## src/rtl/station_pkg.sv

```systemverilog
// Shared encodings for the station/washer controller: FSM states, station
// classes and the threshold classification helper.
package station_pkg;

   typedef enum logic [2:0] {
      S_IDLE     = 3'd0,
      S_DEBOUNCE = 3'd1,
      S_SETTLE   = 3'd2,
      S_SAMPLE   = 3'd3,
      S_CLASSIFY = 3'd4,
      S_ACTUATE  = 3'd5,
      S_HOLD     = 3'd6,
      S_REARM    = 3'd7
   } state_t;

   typedef enum logic [1:0] {
      CLS_NONE = 2'd0,
      CLS_HOT  = 2'd1,
      CLS_COLD = 2'd2
   } class_t;

   // Both thresholds are inclusive; HOT wins if the ranges were ever to overlap.
   function automatic class_t classify_avg(input logic [31:0] avg,
                                           input logic [31:0] hot_th,
                                           input logic [31:0] cold_th);
      if (avg >= hot_th)
         return CLS_HOT;
      else if (avg <= cold_th)
         return CLS_COLD;
      else
         return CLS_NONE;
   endfunction

endpackage

```

## src/rtl/temp_averager.sv

```systemverilog
// Collects 2^AVG_LOG2 XADC samples after a start pulse and reports their
// truncated mean, or a timeout if the samples do not arrive in time.
module temp_averager #(
   parameter int unsigned ADC_W    = 12,
   parameter int unsigned AVG_LOG2 = 2,
   parameter int unsigned TMO_CYC  = 1000
) (
   input  logic             i_clk,
   input  logic             i_rst_n,
   input  logic             i_start,
   input  logic             i_ready,
   input  logic [ADC_W-1:0] i_data,
   output logic             o_done,
   output logic             o_timeout,
   output logic [ADC_W-1:0] o_avg
);

   localparam int unsigned ACC_W = ADC_W + AVG_LOG2;
   localparam int unsigned NSAMP = 2 ** AVG_LOG2;
   localparam int unsigned TMO_W = $clog2(TMO_CYC + 1);

   logic                r_active;
   logic [AVG_LOG2:0]   r_n;
   logic [TMO_W-1:0]    r_tmo;
   logic                r_done;
   logic                r_timeout;
   logic [ACC_W-1:0]    r_acc;
   logic                w_last;
   logic                w_tmo_hit;

   assign w_last    = i_ready && (r_n == (AVG_LOG2 + 1)'(NSAMP - 1));
   assign w_tmo_hit = (r_tmo == TMO_W'(TMO_CYC - 1));

   // Sampling window control: sample count, timeout count and result strobes.
   always_ff @(posedge i_clk or negedge i_rst_n) begin
      if (!i_rst_n) begin
         r_active  <= 1'b0;
         r_n       <= '0;
         r_tmo     <= '0;
         r_done    <= 1'b0;
         r_timeout <= 1'b0;
      end else begin
         r_done    <= 1'b0;
         r_timeout <= 1'b0;
         if (i_start) begin
            r_active <= 1'b1;
            r_n      <= '0;
            r_tmo    <= '0;
         end else if (r_active) begin
            r_tmo <= r_tmo + 1'b1;
            if (i_ready)
               r_n <= r_n + 1'b1;
            if (w_last) begin
               r_active <= 1'b0;
               r_done   <= 1'b1;
            end else if (w_tmo_hit) begin
               r_active  <= 1'b0;
               r_timeout <= 1'b1;
            end
         end
      end
   end

   // Accumulator is pure data: cleared by start, so it needs no reset.
   always_ff @(posedge i_clk) begin
      if (i_start)
         r_acc <= '0;
      else if (r_active && i_ready)
         r_acc <= r_acc + ACC_W'(i_data);
   end

   assign o_done    = r_done;
   assign o_timeout = r_timeout;
   assign o_avg     = ADC_W'(r_acc >> AVG_LOG2);

endmodule

```

## src/rtl/station_material_ctrl.sv

```systemverilog
// Station/washer controller: debounces the station trigger, averages the
// station temperature, classifies it and picks up / drops the washer.
module station_material_ctrl
   import station_pkg::*;
#(
   parameter int unsigned ADC_W      = 12,
   parameter int unsigned AVG_LOG2   = 2,
   parameter int unsigned HOT_TH     = 'hA00,
   parameter int unsigned COLD_TH    = 'h600,
   parameter int unsigned DEB_CYC    = 16,
   parameter int unsigned SETTLE_CYC = 100,
   parameter int unsigned HOLD_CYC   = 200,
   parameter int unsigned TMO_CYC    = 1000,
   parameter int unsigned CNT_W      = 8
) (
   input  logic             CLK,
   input  logic             RST_N,
   input  logic             trigger,
   input  logic [ADC_W-1:0] digitalTemp,
   input  logic             ready,
   output logic             enableIR,
   output logic             correctStation,
   output logic [1:0]       stationClass,
   output logic             controlSignal,
   output logic             carrying,
   output logic [CNT_W-1:0] stationCount,
   output logic [CNT_W-1:0] deliveredCount,
   output logic             sampleErr
);

   localparam int unsigned CYC_MAX0 = (DEB_CYC > SETTLE_CYC) ? DEB_CYC : SETTLE_CYC;
   localparam int unsigned CYC_MAX  = (CYC_MAX0 > HOLD_CYC) ? CYC_MAX0 : HOLD_CYC;
   localparam int unsigned CYC_W    = $clog2(CYC_MAX + 1);

   logic             r_trig_meta;
   logic             r_trig_s;
   state_t           r_state;
   state_t           w_next;
   logic [CYC_W-1:0] r_cnt;
   logic             w_cnt_clr;
   logic             w_start;
   logic             r_enable_ir;
   class_t           r_class;
   class_t           w_cls;
   logic             r_ctrl;
   logic             r_carry;
   logic [CNT_W-1:0] r_stn_cnt;
   logic [CNT_W-1:0] r_dlv_cnt;
   logic             r_err;
   logic             w_done;
   logic             w_timeout;
   logic [ADC_W-1:0] w_avg;

   temp_averager #(
      .ADC_W    (ADC_W),
      .AVG_LOG2 (AVG_LOG2),
      .TMO_CYC  (TMO_CYC)
   ) u_avg (
      .i_clk     (CLK),
      .i_rst_n   (RST_N),
      .i_start   (w_start),
      .i_ready   (ready),
      .i_data    (digitalTemp),
      .o_done    (w_done),
      .o_timeout (w_timeout),
      .o_avg     (w_avg)
   );

   assign w_cls = classify_avg(32'(w_avg), HOT_TH, COLD_TH);

   // Two-flop synchroniser; idles high because the trigger is active low.
   always_ff @(posedge CLK or negedge RST_N) begin
      if (!RST_N) begin
         r_trig_meta <= 1'b1;
         r_trig_s    <= 1'b1;
      end else begin
         r_trig_meta <= trigger;
         r_trig_s    <= r_trig_meta;
      end
   end

   // FSM state register.
   always_ff @(posedge CLK or negedge RST_N) begin
      if (!RST_N)
         r_state <= S_IDLE;
      else
         r_state <= w_next;
   end

   // Next-state logic, shared cycle-counter clear and averager start.
   always_comb begin
      w_next    = r_state;
      w_cnt_clr = 1'b0;
      w_start   = 1'b0;
      case (r_state)
         S_IDLE: begin
            if (!r_trig_s) begin
               w_next    = S_DEBOUNCE;
               w_cnt_clr = 1'b1;
            end
         end
         S_DEBOUNCE: begin
            if (r_trig_s) begin
               w_next = S_IDLE;
            end else if (r_cnt == CYC_W'(DEB_CYC - 1)) begin
               w_next    = S_SETTLE;
               w_cnt_clr = 1'b1;
            end
         end
         S_SETTLE: begin
            if (r_cnt == CYC_W'(SETTLE_CYC - 1)) begin
               w_next    = S_SAMPLE;
               w_cnt_clr = 1'b1;
               w_start   = 1'b1;
            end
         end
         S_SAMPLE: begin
            if (w_done) begin
               w_next = S_CLASSIFY;
            end else if (w_timeout) begin
               w_next    = S_HOLD;
               w_cnt_clr = 1'b1;
            end
         end
         S_CLASSIFY: begin
            w_cnt_clr = 1'b1;
            if ((w_cls == CLS_HOT && !r_carry) || (w_cls == CLS_COLD && r_carry))
               w_next = S_ACTUATE;
            else
               w_next = S_HOLD;
         end
         S_ACTUATE: begin
            w_next    = S_HOLD;
            w_cnt_clr = 1'b1;
         end
         S_HOLD: begin
            if (r_cnt == CYC_W'(HOLD_CYC - 1))
               w_next = S_REARM;
         end
         S_REARM: begin
            if (r_trig_s)
               w_next = S_IDLE;
         end
         default: w_next = S_IDLE;
      endcase
   end

   // Shared cycle counter for debounce, settle and hold intervals.
   always_ff @(posedge CLK or negedge RST_N) begin
      if (!RST_N)
         r_cnt <= '0;
      else if (w_cnt_clr)
         r_cnt <= '0;
      else
         r_cnt <= r_cnt + 1'b1;
   end

   // Station outputs: IR power, class, magnet, counters and sticky error.
   always_ff @(posedge CLK or negedge RST_N) begin
      if (!RST_N) begin
         r_enable_ir <= 1'b1;
         r_class     <= CLS_NONE;
         r_ctrl      <= 1'b0;
         r_carry     <= 1'b0;
         r_stn_cnt   <= '0;
         r_dlv_cnt   <= '0;
         r_err       <= 1'b0;
      end else begin
         if (r_state == S_DEBOUNCE && w_next == S_SETTLE)
            r_enable_ir <= 1'b0;
         if (r_state == S_REARM && w_next == S_IDLE)
            r_enable_ir <= 1'b1;
         if (r_state == S_SAMPLE && !w_done && w_timeout) begin
            r_err   <= 1'b1;
            r_class <= CLS_NONE;
         end
         if (r_state == S_CLASSIFY) begin
            r_class   <= w_cls;
            r_stn_cnt <= r_stn_cnt + 1'b1;
         end
         // ACTUATE is only entered for a pickup when empty or a drop when carrying.
         if (r_state == S_ACTUATE) begin
            if (r_carry) begin
               r_ctrl  <= 1'b0;
               r_carry <= 1'b0;
               if (r_dlv_cnt != '1)
                  r_dlv_cnt <= r_dlv_cnt + 1'b1;
            end else begin
               r_ctrl  <= 1'b1;
               r_carry <= 1'b1;
            end
         end
      end
   end

   assign enableIR       = r_enable_ir;
   assign correctStation = (r_state == S_ACTUATE);
   assign stationClass   = r_class;
   assign controlSignal  = r_ctrl;
   assign carrying       = r_carry;
   assign stationCount   = r_stn_cnt;
   assign deliveredCount = r_dlv_cnt;
   assign sampleErr      = r_err;

endmodule

```

## config.mk

```make
export PLATFORM = sky130hd
export DESIGN_NAME = station_material_ctrl
export DESIGN_NICKNAME = d
export VERILOG_FILES = /design/src/rtl/station_pkg.sv /design/src/rtl/temp_averager.sv /design/src/rtl/station_material_ctrl.sv
export SDC_FILE = /design/constraint.sdc
export NUM_CORES = 1
export LEC_CHECK = 0
export ABC_AREA = 1
export BUFFER_PORTS_ARGS = -buffer_cell sky130_fd_sc_hd__buf_4
export CAP_MARGIN = 20
export CORE_MARGIN = 2
export CORE_UTILIZATION = 53
export CTS_CLUSTER_DIAMETER = 30
export DETAILED_ROUTE_END_ITERATION = 8
export GPL_ROUTABILITY_DRIVEN = 0
export GPL_TIMING_DRIVEN = 0
export MAX_ROUTING_LAYER = met4
export PLACE_DENSITY_LB_ADDON = 0.08
export SYNTH_ARGS = -nofsm -noshare
export SYNTH_HDL_FRONTEND = slang
export SYNTH_SLANG_ARGS = --single-unit
```

## constraint.sdc

```tcl
create_clock -name CLK -period 1.5 [get_ports CLK]
set_input_delay 0.375 -clock CLK [delete_from_list [all_inputs] [get_ports CLK]]
set_output_delay 0.375 -clock CLK [all_outputs]
set_load 0.005 [all_outputs]
```

==> flow_summary.rst <==
.. list-table::
   :header-rows: 1

   * - Metric
     - Value
   * - Total count of max-transition violations in the final report
     - 0
   * - Via-per-instance ratio
     - about 5.2
   * - Pin count of the biggest net entering global routing
     - 51
   * - DRC
     - 0
   * - Remaining max-slew budget at the tightest pin
     - between 50% and 60%
   * - Status
     - finished, violations left
   * - Most common flop cell mapped by yosys
     - sky130_fd_sc_hd__dfrtp_1
   * - Worst path arrival time
     - roughly 1800 ps
   * - Worst path cell trace
     - ha_4 > nand2_2 > nor2_1 > nand3_1 > nand3_2 > nand2_1 > nand2_1 > nand3_1 > nand2_1 > nor2_1
   * - Clock insertion delay at the later pin of the skew report
     - about 350 ps
   * - Count of max-cap constraint violations
     - 0
   * - Count of antenna-violating nets left after detailed routing
     - 0
   * - Final net count
     - 585
   * - Netlist area before placement
     - approximately 3700 µm²
   * - Met1 Usage GRT
     - between 20% and 30%
   * - Starting density of the core
     - a little under three fifths
   * - Fin crit share
     - 107%
   * - Highest attainable clock frequency
     - between 600 and 700 MHz
   * - Clock transition at the register clock pins on the worst setup and hold paths after CTS
     - ~70 ps
   * - Vias in the first global route
     - about 3,100
   * - Synth top area share
     - 31.5%
   * - Clock Tree Root
     - sky130_fd_sc_hd__clkbuf_8
   * - Shortest clock period the worst path allows after layout
     - around 1600 ps
   * - DRC marker count from the first detailed-route iteration
     - 152
   * - Library cell occupying the most area in the post-synthesis netlist
     - sky130_fd_sc_hd__dfrtp_1
   * - Detailed-route via count
     - 3,396
   * - Aggregate routed wire length
     - roughly 8600 µm
   * - Number of cells produced by synthesis
     - 484
   * - Total Die Area
     - about 7700 µm²
   * - Violations in the final reports
     - negative setup slack
   * - CP Launch Type
     - flip-flop
   * - Least-Margin Pin Slew
     - about 620 ps
   * - Power density of the placed cells
     - between 800 and 900 nW/µm²
   * - Hold bufs inserted after CTS
     - 0
   * - Lkg Pwr
     - approximately 2.4 nW
   * - Part of the Yosys area used for sequential elements
     - roughly 41%
   * - Fraction of power consumed by sequential logic
     - a little under half
   * - Cell occurring most often along the worst timing path
     - sky130_fd_sc_hd__nand2_1
   * - Global-route met2 utilization
     - between 30% and 40%
   * - Most utilized layer in the global route result
     - met2
   * - Synth async-reset ratio
     - 78.1%
   * - Final count of hold timing violations
     - 0
   * - TritonCTS clock tree
     - built
   * - Worst VDD drop
     - 526 µV
   * - Number of enable flip-flop cells after synthesis
     - 0
   * - Number of warnings reported in the yosys synthesis log
     - 0
   * - Clock sink count
     - between 60 and 70
   * - Die height
     - 88.0 µm
   * - Top area cells in the synthesized netlist
     - sky130_fd_sc_hd__dfrtp_1 31%, sky130_fd_sc_hd__nand2_1 9.3%, sky130_fd_sc_hd__inv_1 7.7%, sky130_fd_sc_hd__dfxtp_1 7.5%, sky130_fd_sc_hd__ha_1 6.0%
   * - Antenna cell count
     - 0
   * - Overall fraction of global-route tracks in use
     - a little under a quarter
   * - Count of distinct cell types in the synthesized netlist
     - 38
   * - Final worst clock skew
     - around 11 ps
   * - Slowest stage cell, crit path
     - sky130_fd_sc_hd__dfxtp_2
   * - Total I/O pin count
     - 39
   * - Net Count, Synth
     - slightly above 500
   * - Critical path peak fanout
     - 5
   * - Pre-Repair DR Iteration Count
     - 5
   * - Worst endpoint required time
     - between 1500 and 2000 ps
   * - Unrepaired setup endpoints after global routing
     - true
   * - Switching power total
     - 1.17 mW
   * - Core outline area
     - a little under 7000 µm²
   * - Final core area utilization
     - just over 70%
   * - Critical path type
     - flip-flop to flip-flop
   * - Horizontal extent of the die
     - 88.0 µm
   * - Growth of design area from synthesis to finish
     - 30.9%
   * - Clock power frac
     - about two fifths
   * - Antenna violations before repair
     - 0
   * - FP Rows
     - 30
   * - Count of fill cells added during filler insertion
     - around 530
   * - Clk buf depth
     - 2
   * - Detailed-route wire length per cell
     - around 13 µm
   * - Congestion Overflow GR
     - 0
   * - Share of final-layout standard cells stronger than drive strength 1
     - between 30% and 40%
   * - Final critical-path setup slack
     - -102 ps
   * - First-pass GRT wire length
     - around 14,000 µm
   * - Path category of the worst min-delay check
     - primary input to asynchronous set/reset pin
   * - Final setup violation count
     - 7
   * - TNS Setup
     - -574 ps
   * - Worst slack on hold paths
     - between 40 and 50 ps
   * - Portion of total power attributed to combinational logic
     - between 10 and 15%
   * - HPWL after detailed placement
     - between 5000 and 6000 µm
   * - Depth of the CTS H-tree
     - 3
   * - Sw Ratio
     - 28.1%
   * - Num CTS Buffers
     - 9
   * - Sort of element at the end of the critical path
     - flip-flop
   * - Global routing met3 resource utilization
     - 3.20%
   * - Synthesized area per cell
     - just under 8 µm²
   * - Internal power consumption
     - approximately 3 mW
   * - Maximum single-stage delay on the critical path
     - between 300 and 400 ps
   * - Port Buffers
     - 38
   * - Number of register bits inferred by synthesis
     - 64
   * - Power Total
     - roughly 4.1 mW
==> final timing paths <==
check / start / end / slack, ps / depth (start not counted)
min: RST_N / r_cnt[5]$_DFF_PN0_ / 40 / 1
max reg2reg: u_avg.r_acc[3]$_SDFFE_PP0P_ / u_avg.r_acc[13]$_SDFFE_PP0P_ / -100 / 10
min reg2reg: r_trig_meta$_DFF_PN1_ / r_trig_s$_DFF_PN1_ / 370 / 0
min in group CLK: trigger / r_trig_meta$_DFF_PN1_ / 130 / 1
max: u_avg.r_acc[3]$_SDFFE_PP0P_ / u_avg.r_acc[13]$_SDFFE_PP0P_ / -100 / 10
max in group asynchronous: RST_N / carrying$_DFFE_PN0P_ / 1000 / 1
==> Yosys cell counts (all sizes together) (2+ instances only) <==
cell and number:
dfstp 3, or2 2, nor4 3, nand4 14
dfrtp 47, xor2 19, nand3b 2, o21a 3
buf 5, nor3 22, xnor2 6, nor3b 4
o21ai 19, nor2 59, dfxtp 14, nand2 94
a21oi 29, ha 18, nand3 36, inv 78
==> placed cells by master, fill, tap and decap left out, drive strengths merged, types with 14 or more instances in the layout <==
master   n
a21oi   29
inv     78
dfxtp   14
clkbuf  14
o21ai   19
nor3    22
xor2    19
nand4   14
buf     58
nand2   94
nand3   36
dfrtp   47
nor2    59
ha      18
==> critical path: cells and delay by family (launching register included) <==
family	cells	cell delay (ps)
simple gates	9	840
flops	1	340
fa+ha+maj	1	320
==> power groups by stage <==
stage | combinational, mW | clock [mW] | sequential, mW
after floorplan | 0.344 | 0 | 1.89
after global placement | 0.458 | 0 | 1.91
after detailed placement | 0.473 | 0 | 1.91
after CTS | 0.523 | 1.67 | 1.88
after global routing | 0.666 | 1.74 | 1.92
final | 0.594 | 1.64 | 1.91
==> layout make-up <==
cell class	instances	area [µm²]	area share, %
Clock buffer	11	131	2.68
Tap cell	96	120	2.45
Clock inverter	5	81.3	1.66
Buffer	6	46.3	0.946
Inverter	78	298	6.09
Timing Repair Buffer	55	413	8.44
Multi-Input combinational cell	336	2250	46.0
Sequential cell	64	1550	31.7
==> cell families after synthesis <==
kind of cell	share of synthesized area (%)
mux	0.268
buf+inv	8.74
fa+ha+maj	6.56
simple gates	29.7
flops	41.1
compound gates	7.80
xor+xnor	5.86
==> flip-flops by register name, indices dropped and copies added, names as in the netlist, 2 cells and up <==
register        cells
r_state             3
deliveredCount      8
r_cnt               8
u_avg.r_acc        14
u_avg.r_tmo        10
u_avg.r_n           3
stationClass        2
stationCount        8
==> metrics by stage <==
stage / worst slack (ps) / instances / area (µm²)
global route: -207 / 651 / 4890
global placement: -300 / 618 / 4170
floorplan: -57.9 / 484 / 3760
finish: -102 / 651 / 4890
detailed placement: -314 / 618 / 4170
CTS: -69.2 / 643 / 4620
==> repair_timing <==
item,CTS,global route
setup endpoints to repair,43,38
pin swaps,7,23
resized for setup,37,54
buffers inserted,9,9
==> routing by layer <==
metal  wire length (µm)  up-vias
li1                   -     1701
met1               3860     1601
met2               4330       77
met3                288       17
met4                155        0
met5                  0        -
Note: power is estimated with default switching activity, not from simulation.
